### config.mk
export PLATFORM = sky130hd
export DESIGN_NAME = uart_tx_core
export DESIGN_NICKNAME = d
export VERILOG_FILES = /design/src/rtl/uart_pkg.sv /design/src/rtl/uart_baud_gen.sv /design/src/rtl/uart_tx_core.sv
export SDC_FILE = /design/constraint.sdc
export NUM_CORES = 1
export LEC_CHECK = 0
export BUFFER_PORTS_ARGS = -buffer_cell sky130_fd_sc_hd__buf_2
export CORE_MARGIN = 2
export CORE_UTILIZATION = 53
export DETAILED_ROUTE_END_ITERATION = 12
export PLACE_DENSITY = 0.83
export SLEW_MARGIN = 20
export SYNTH_ARGS = -nofsm -noshare
export SYNTH_HDL_FRONTEND = slang
export SYNTH_SLANG_ARGS = --single-unit
### constraint.sdc
create_clock -name clk -period 3.55 [get_ports clk]
set_clock_uncertainty 0.1 [all_clocks]
set_input_delay 0.355 -clock clk [delete_from_list [all_inputs] [get_ports clk]]
set_output_delay 0.355 -clock clk [all_outputs]
set_load 0.005 [all_outputs]
### src/rtl/uart_pkg.sv
// Shared types and helpers for the UART transmit path.
package uart_pkg;

    // Transmit frame sequencer states.
    typedef enum logic [2:0] {
        S_IDLE   = 3'd0,
        S_START  = 3'd1,
        S_DATA   = 3'd2,
        S_PARITY = 3'd3,
        S_STOP   = 3'd4
    } uart_state_t;

    localparam int PAR_NONE = 0;
    localparam int PAR_ODD  = 1;
    localparam int PAR_EVEN = 2;

    // Number of bit periods in one frame: start + data + optional parity + stop.
    function automatic int frame_bits(input int data_bits, input int parity, input int stop_bits);
        return 1 + data_bits + ((parity != PAR_NONE) ? 1 : 0) + stop_bits;
    endfunction

endpackage

### src/rtl/uart_baud_gen.sv
// Bit-period timer: counts 0..CLKS_PER_BIT-1 while enabled, held at zero otherwise.
module uart_baud_gen #(
    parameter int CLKS_PER_BIT = 868
) (
    input  logic clk,
    input  logic rst_n,
    input  logic en,
    output logic bit_tick
);

    localparam int CW = (CLKS_PER_BIT > 1) ? $clog2(CLKS_PER_BIT) : 1;
    localparam logic [CW-1:0] LAST = CW'(CLKS_PER_BIT - 1);

    logic [CW-1:0] cnt_q;

    // The tick marks the final cycle of the current bit period.
    assign bit_tick = en && (cnt_q == LAST);

    // Free-running bit-period counter, cleared whenever the transmitter is idle.
    always_ff @(posedge clk or negedge rst_n) begin
        if (!rst_n) begin
            cnt_q <= '0;
        end else if (!en || bit_tick) begin
            cnt_q <= '0;
        end else begin
            cnt_q <= cnt_q + CW'(1);
        end
    end

endmodule

### src/rtl/uart_tx_core.sv
// UART transmitter: valid/ready word intake, framing, registered serial output.
//
// state    | meaning
// ---------+-----------------------------------------------
// S_IDLE   | line high, ready for a word
// S_START  | driving the start bit (low)
// S_DATA   | shifting data bits out, LSB first
// S_PARITY | driving the parity bit (only when enabled)
// S_STOP   | driving 1 or 2 stop bits (high)
module uart_tx_core
    import uart_pkg::*;
#(
    parameter int CLKS_PER_BIT = 868,
    parameter int DATA_BITS    = 8,
    parameter int PARITY       = 0,
    parameter int STOP_BITS    = 1
) (
    input  logic                 clk,
    input  logic                 rst_n,
    input  logic [DATA_BITS-1:0] tx_data,
    input  logic                 tx_valid,
    output logic                 tx_ready,
    output logic                 tx_serial,
    output logic                 tx_busy,
    output logic                 tx_done
);

    // The shift register holds the longest possible frame.
    localparam int SR_W       = DATA_BITS + 4;
    localparam int FRAME_BITS = frame_bits(DATA_BITS, PARITY, STOP_BITS);
    localparam logic [3:0] DATA_LAST = 4'(DATA_BITS - 1);
    localparam logic [3:0] STOP_LAST = 4'(STOP_BITS - 1);

    if (CLKS_PER_BIT < 2) begin : g_bad_clks_per_bit
        $error("uart_tx_core: CLKS_PER_BIT must be at least 2");
    end
    if (DATA_BITS < 5 || DATA_BITS > 9) begin : g_bad_data_bits
        $error("uart_tx_core: DATA_BITS must be in 5..9");
    end
    if (PARITY != PAR_NONE && PARITY != PAR_ODD && PARITY != PAR_EVEN) begin : g_bad_parity
        $error("uart_tx_core: PARITY must be 0, 1 or 2");
    end
    if (STOP_BITS != 1 && STOP_BITS != 2) begin : g_bad_stop_bits
        $error("uart_tx_core: STOP_BITS must be 1 or 2");
    end
    if (FRAME_BITS > SR_W) begin : g_bad_frame
        $error("uart_tx_core: frame does not fit the shift register");
    end

    uart_state_t     state_q, state_d;
    logic [SR_W-1:0] shift_q, shift_d;
    logic [3:0]      bit_cnt_q, bit_cnt_d;
    logic            serial_q, serial_d;
    logic            done_q, done_d;
    logic            bit_tick;
    logic            accept;
    logic            par_bit;
    logic [SR_W-1:0] load_word;

    assign tx_ready  = (state_q == S_IDLE);
    assign tx_busy   = (state_q != S_IDLE);
    assign tx_serial = serial_q;
    assign tx_done   = done_q;
    assign accept    = tx_valid & tx_ready;
    assign par_bit   = (PARITY == PAR_ODD) ? ~(^tx_data) : (^tx_data);

    uart_baud_gen #(
        .CLKS_PER_BIT (CLKS_PER_BIT)
    ) u_baud (
        .clk      (clk),
        .rst_n    (rst_n),
        .en       (tx_busy),
        .bit_tick (bit_tick)
    );

    // Frame image loaded on accept; unused parity/stop positions stay 1.
    always_comb begin
        load_word                = '1;
        load_word[0]             = 1'b0;
        load_word[DATA_BITS:1]   = tx_data;
        if (PARITY != PAR_NONE) begin
            load_word[DATA_BITS+1] = par_bit;
        end
    end

    // Next-state, shift and bit-count logic; serial/done are precomputed for registering.
    always_comb begin
        state_d   = state_q;
        shift_d   = shift_q;
        bit_cnt_d = bit_cnt_q;
        done_d    = 1'b0;

        if (bit_tick) begin
            shift_d = {1'b1, shift_q[SR_W-1:1]};
        end

        case (state_q)
            S_IDLE: begin
                if (accept) begin
                    state_d   = S_START;
                    shift_d   = load_word;
                    bit_cnt_d = '0;
                end
            end
            S_START: begin
                if (bit_tick) begin
                    state_d = S_DATA;
                end
            end
            S_DATA: begin
                if (bit_tick) begin
                    if (bit_cnt_q == DATA_LAST) begin
                        bit_cnt_d = '0;
                        state_d   = (PARITY != PAR_NONE) ? S_PARITY : S_STOP;
                    end else begin
                        bit_cnt_d = bit_cnt_q + 4'd1;
                    end
                end
            end
            S_PARITY: begin
                if (bit_tick) begin
                    state_d = S_STOP;
                end
            end
            S_STOP: begin
                if (bit_tick) begin
                    if (bit_cnt_q == STOP_LAST) begin
                        bit_cnt_d = '0;
                        state_d   = S_IDLE;
                        done_d    = 1'b1;
                    end else begin
                        bit_cnt_d = bit_cnt_q + 4'd1;
                    end
                end
            end
            default: begin
                state_d   = S_IDLE;
                bit_cnt_d = '0;
            end
        endcase

        serial_d = (state_d == S_IDLE) ? 1'b1 : shift_d[0];
    end

    // State, shift register, bit counter and registered outputs.
    always_ff @(posedge clk or negedge rst_n) begin
        if (!rst_n) begin
            state_q   <= S_IDLE;
            shift_q   <= '1;
            bit_cnt_q <= '0;
            serial_q  <= 1'b1;
            done_q    <= 1'b0;
        end else begin
            state_q   <= state_d;
            shift_q   <= shift_d;
            bit_cnt_q <= bit_cnt_d;
            serial_q  <= serial_d;
            done_q    <= done_d;
        end
    end

endmodule
## After elaboration in Yosys (flattened, before gate mapping)

Index checks and enable logic that the tools add are counted.

- Register bits after elaboration: 31
- Bits in read-only memories: 0
- Output and inout port bits: 4
- Memories kept: 0
- Bits in writable memories: 0
- Bits in latches: 0

- Bitwise gates (word level): 2
- Multipliers: 0
- Equality and inequality tests: 9
- $lt $le $gt $ge: 0
- Reductions and logical operators: 9
- Shift operators: 0
- Divide/modulo/power cells: 0
- Muxes and demuxes: 22
- Add/subtract/negate cells: 2

Operators with widths:

| operator | number |
|---|---|
| two-way mux 12 bit | 3 |
| two-way mux 3 bit | 7 |
| two-way mux 4 bit | 5 |
| one-hot mux 4 bit (4 select lines) | 1 |
| one-hot mux 3 bit (5 select lines) | 1 |
| adder 10 x 1 -> 10 bit (second input constant) | 1 |
| == test 10 bit (second input constant) | 1 |
| two-way mux 10 bit | 1 |
| == test 3 x 2 -> 1 bit (second input constant) | 2 |
| zero test 3 bit | 2 |
| inequality test 2 x 1 -> 1 bit (second input constant) | 3 |
| adder 4 x 1 -> 4 bit (second input constant) | 1 |
| == test 4 x 3 -> 1 bit (second input constant) | 1 |
| zero test 4 bit | 1 |
| two-way mux 1 bit | 4 |
| AND reduction 4 bit | 1 |
| == test 3 x 1 -> 1 bit (second input constant) | 1 |
| == test 3 bit (second input constant) | 1 |
| nonzero test 3 bit | 1 |
| OR reduction 2 bit | 1 |
| bitwise AND 1 bit | 1 |
| logical AND 1 bit | 1 |
| zero test 1 bit | 1 |
| logical OR 1 bit | 1 |
| NOT 1 bit | 1 |

## Logic depth before layout (Yosys ltp)

- Depth in word-level cells: 6
- Gate-level depth with buffers: 7

## Hierarchy

From an unflattened synthesis, not the netlist that was laid out.

- Cell total of the unflattened synthesis: 160
- Area total of the unflattened synthesis: 1636.6 sq um

Modules (own cells, without submodules):

| module | times used | area an instance (sq um) | cells an instance |
|---|---|---|---|
| uart_tx_core | 1 | 1127.3 | 109 |
| uart_baud_gen | 1 | 509.2 | 51 |

## Least setup slack after synthesis

OpenSTA, ideal clock, no wires.

- Path kind: register to register
- Start point: reg u_baud.cnt_q[0]
- End point: reg bit_cnt_q[2]
- Slack: 1.642 ns
- Setup time: 0.151 ns
- Period minus slack after synthesis: 1.908 ns
- Data arrival time: 1.657 ns
- Cell stages (with the launch flop): 7
- Path through: dfrtp_1 -> ha_1 -> or3b_4 -> o32ai_1 -> o311ai_1 -> o21ai_0 -> o21ai_0

- Word-level cells in the longest chain between the ends: 4

RTL lines:

| item | RTL line | RTL |
|---|---|---|
| start, declared | uart_baud_gen.sv:14 | `logic [CW-1:0] cnt_q;` |
| start signal, assigned | uart_baud_gen.sv:26 | `cnt_q <= cnt_q + CW'(1);` |
| == test 10 bit * | uart_baud_gen.sv:17 | `assign bit_tick = en && (cnt_q == LAST);` |
| logical AND 1 bit * | uart_baud_gen.sv:17 |  |
| inequality test 2 x 1 -> 1 bit (no line) | - |  |
| AND reduction 4 bit (no line) * | - |  |
| end signal, assigned | uart_tx_core.sv:156 | `bit_cnt_q <= bit_cnt_d;` |
| end, declared | uart_tx_core.sv:52 | `logic [3:0] bit_cnt_q, bit_cnt_d;` |

Every way passes the cells marked *; elsewhere a longest branch is shown, timed or not.
A chain may end at the register's enable or synchronous reset.

## Worst setup path in the final report

- Start point: reg u_baud.cnt_q[0]
- End point: reg serial_q, in the netlist tx_serial

- Word-level cells in the longest chain between the ends: 6

RTL lines:

| item | RTL line | RTL |
|---|---|---|
| == test 10 bit * | uart_baud_gen.sv:17 |  |
| logical AND 1 bit * | uart_baud_gen.sv:17 |  |
| two-way mux 12 bit * | uart_tx_core.sv:93 | `if (bit_tick) begin` |
| two-way mux 12 bit | uart_tx_core.sv:99 | `if (accept) begin` |
| two-way mux 12 bit * | uart_tx_core.sv:97 | `case (state_q)` |
| net shift_d[0] | uart_tx_core.sv:51 | `logic [SR_W-1:0] shift_q, shift_d;` |
| two-way mux 1 bit * | uart_tx_core.sv:142 | `serial_d = (state_d == S_IDLE) ? 1'b1 : shift_d[0];` |
| net serial_d | uart_tx_core.sv:53 | `logic serial_q, serial_d;` |
| end signal, assigned | uart_tx_core.sv:157 | `serial_q <= serial_d;` |
| end, declared | uart_tx_core.sv:53 |  |

The timed path passes the listed nets; every way through them passes the cells marked *.

==> run metrics <==
Place WS 1.259 ns; DRT iter0 DRCs 56; Int Power 478.2 uW; fin area 1722 sq um; CP endpoint kind register; Tot GR Track Use 20.34%; drc violations 0; CP bufs+invs 0; post-cts resize count 0; Longest Clk Path Bufs 2; cell with the most instances after synthesis nand2_1; Startpoint Class register; first-pass GRT wire length 5.223 mm; Layout Nets 188; Worst-Margin Slew 0.7713 ns; H-tree depth 2; CP delay by family, top simple AND/OR/NAND/NOR gates; Seq pwr share 57.6%; CP Max Fanout 12; total wire length 2.947 mm; clock power share 40.3%; Synth Warn # 0; DIE HEIGHT 58.43 microns; status finished clean; row count 19; Post-synth top flop dfrtp_1; routed vias 1183; placed inst area 1635 sq um; NetSw 135.9 uW; combinational power share 2.1%; final setup fails 0; worst skew pair latency 0.34 ns; P per Cell Area 356.7 nW/um^2; hold path endpoint shift_q[5]$_DFF_PN1_; P&R area growth vs syn 9.641%; Reg-to-Reg Start u_baud.cnt_q[0]$_DFF_PN0_; vias in the first global route 1168; Slew HR 47.77%; CP Class register to register; post-layout util 61.90%; drt via density 5.743; worst r2r path cells 6; WHS 0.1438 ns; post-synthesis sequential area ratio 50.44%; total power 614.1 uW; Reg2Reg Setup Slack 1.25 ns; antenna viol nets, final 0; flops & latches, synth 31; FILL cells 231; Final Hold Fails 0; Worst-path clk slew 0.11 ns; I/O pins 15; Synth area leaders dfrtp_1 29%, dfstp_2 22%, nand2_1 5.7%; fin worst setup slack 1.246 ns; library cells used by synthesis 43; Worst VDD drop 270.7 uV; Core ar. 2781 sq um; asr flop ratio synth 100.0%; CP Data Required Time 3.72 ns; hold-critical path depth 3; clock period minus worst slack 2.304 ns; worst hold path startpoint tx_data[4]; largest net degree at the start of global routing 32; Mapped Cells 157; wire per inst 14.31 microns; clock sink count 31; FMAX 0.4341 GHz; CTS buffer count 5; width of the chip 58.43 microns; Non-Filler Instances 206; DP Cell Count 197; worst path cell trace ha_1, or3b_4, nor4_4, nor2_4, a32o_1, a211o_1; Post-synth EDFFs 0; post-detail-place hpwl 2.063 mm; synthesized cell area 1570 sq um; Tcrit/Tclk final 64.89%; Yosys top cell area share 28.69%; max-slew violations 0; syn nets 171; CP max stage cell nor4_4; Initial DRT Pass Iterations 4; share of cells above drive strength 1 25.71%; initial antenna violation count 0; area leader, netlist dfrtp_1; Avg Synthesized Cell Area 10.00 sq um; number of max-cap violations 0; flip-flop and latch area 792.0 sq um; TritonCTS clock tree built; multi-input gate area in the final layout 711.9 sq um; Die ar. 3414 sq um; switching part of the total power 22.14%; Overflow after GRT 0; synth cell count leaders 24 x nand2_1, 18 x dfrtp_1, 17 x nor2_1; setup TNS 0 ns; ANT cells 0; crit path DAT 2.47 ns; RSZ-0062 raised after global routing false; Crit Reg-Reg Endpoint tx_serial$_DFF_PN1_; Starting Density 56.46%; Pleak 0.7382 nW; CTS root buf clkbuf_4; Crit path largest cell delay 0.52 ns; routability cong. 0.8540; count of input and output buffers 14; Hold/Removal Path Class primary input to register
[routing by layer]
| layer | vias to the layer above | GRT usage, % | part of all wire [%] | routed length [microns] |
|---|---|---|---|---|
| met3 | 5 | 6.154 | 4.5 | 134 |
| met5 | - | 0 | 0 | 0 |
| met4 | 0 | 7.641 | 1.4 | 42 |
| met2 | 24 | 32.91 | 48 | 1418 |
| li1 | 583 | - | - | - |
| met1 | 571 | 25.68 | 46 | 1351 |
[cells in the final DEF, fill, tap and decap left out, types with 2 or more instances in the layout]
cell      synthesis  routed
dfstp_2          13      13
or3_1             2       2
clkbuf_4          0       5
nand2_1          24      24
xnor2_1           5       5
nand3_1           7       7
nand2b_1          2       2
o21ai_0           7       7
xor2_1            2       2
nand3b_1          3       3
a21oi_1           5       5
nor3_1            6       6
nor2_1           17      17
buf_2             2      14
a22oi_1           4       4
dfrtp_1          18      18
o22ai_1           4       4
inv_1             6       6
ha_1              3       3
[worst reg2reg max path, cell delays in order (launching register included)]
cell	delay [ns]
dfrtp_1	0.41
ha_1	0.22
or3b_4	0.43
nor4_4	0.52
nor2_4	0.08
a32o_1	0.25
a211o_1	0.23
[what timing repair did]
item	in CTS	in global routing
buffers inserted	0	0
hold buffers	1	0
endpoints found under the hold margin	18	0
[logic make-up (layout without fill, tap and decap cells)]
| group | Yosys count | after routing | synth area share, % |
|---|---|---|---|
| AOI/OAI and AO/OA | 28 | 28 | 12.03 |
| xor gates and xnor gates | 7 | 7 | 3.904 |
| adders and majority gates | 3 | 3 | 2.391 |
| buffers and inverters | 11 | 29 | 4.223 |
| DFF | 31 | 31 | 50.44 |
| and+or+nand+nor | 77 | 77 | 27.01 |
[state kept, by name, indices dropped and copies added (netlist names)]
| name | flops |
|---|---|
| u_baud.cnt_q | 10 |
| bit_cnt_q | 4 |
| shift_q | 12 |
| tx_serial | 1 |
| tx_done | 1 |
| state_q | 3 |
[power by group through the flow]
| stage | Clock [mW] | Combinational (mW) | Sequential, mW |
|---|---|---|---|
| after floorplan | 0 | 0.0000717 | 0.360 |
| after global placement | 0 | 0.0122 | 0.360 |
| after detailed placement | 0 | 0.0127 | 0.360 |
| after CTS | 0.256 | 0.0136 | 0.354 |
| after global routing | 0.272 | 0.0150 | 0.354 |
| final | 0.247 | 0.0131 | 0.354 |
[worst max-delay path by stage]
stage,slack (ns),start,end,cells past startpoint
6_report,1.25,u_baud.cnt_q[0]$_DFF_PN0_,tx_serial$_DFF_PN1_,6
3_3_place_gp,1.36,u_baud.cnt_q[0]$_DFF_PN0_,tx_serial$_DFF_PN1_,6
2_1_floorplan,1.64,u_baud.cnt_q[0]$_DFF_PN0_,bit_cnt_q[2]$_DFFE_PN0P_,6
4_1_cts,1.23,u_baud.cnt_q[0]$_DFF_PN0_,tx_serial$_DFF_PN1_,6
5_1_grt,1.14,u_baud.cnt_q[0]$_DFF_PN0_,tx_serial$_DFF_PN1_,6
3_5_place_dp,1.26,u_baud.cnt_q[0]$_DFF_PN0_,tx_serial$_DFF_PN1_,6
[cell type report]
type	count	area share, %
repair buffers	15	4.651
multi-input cells	115	41.35
clock inverters	2	0.7994
flip-flops and latches	31	46.00
clock buffers	6	3.634
inverters	6	1.308
well taps	31	2.253
Power figures use the tool's default switching activity.
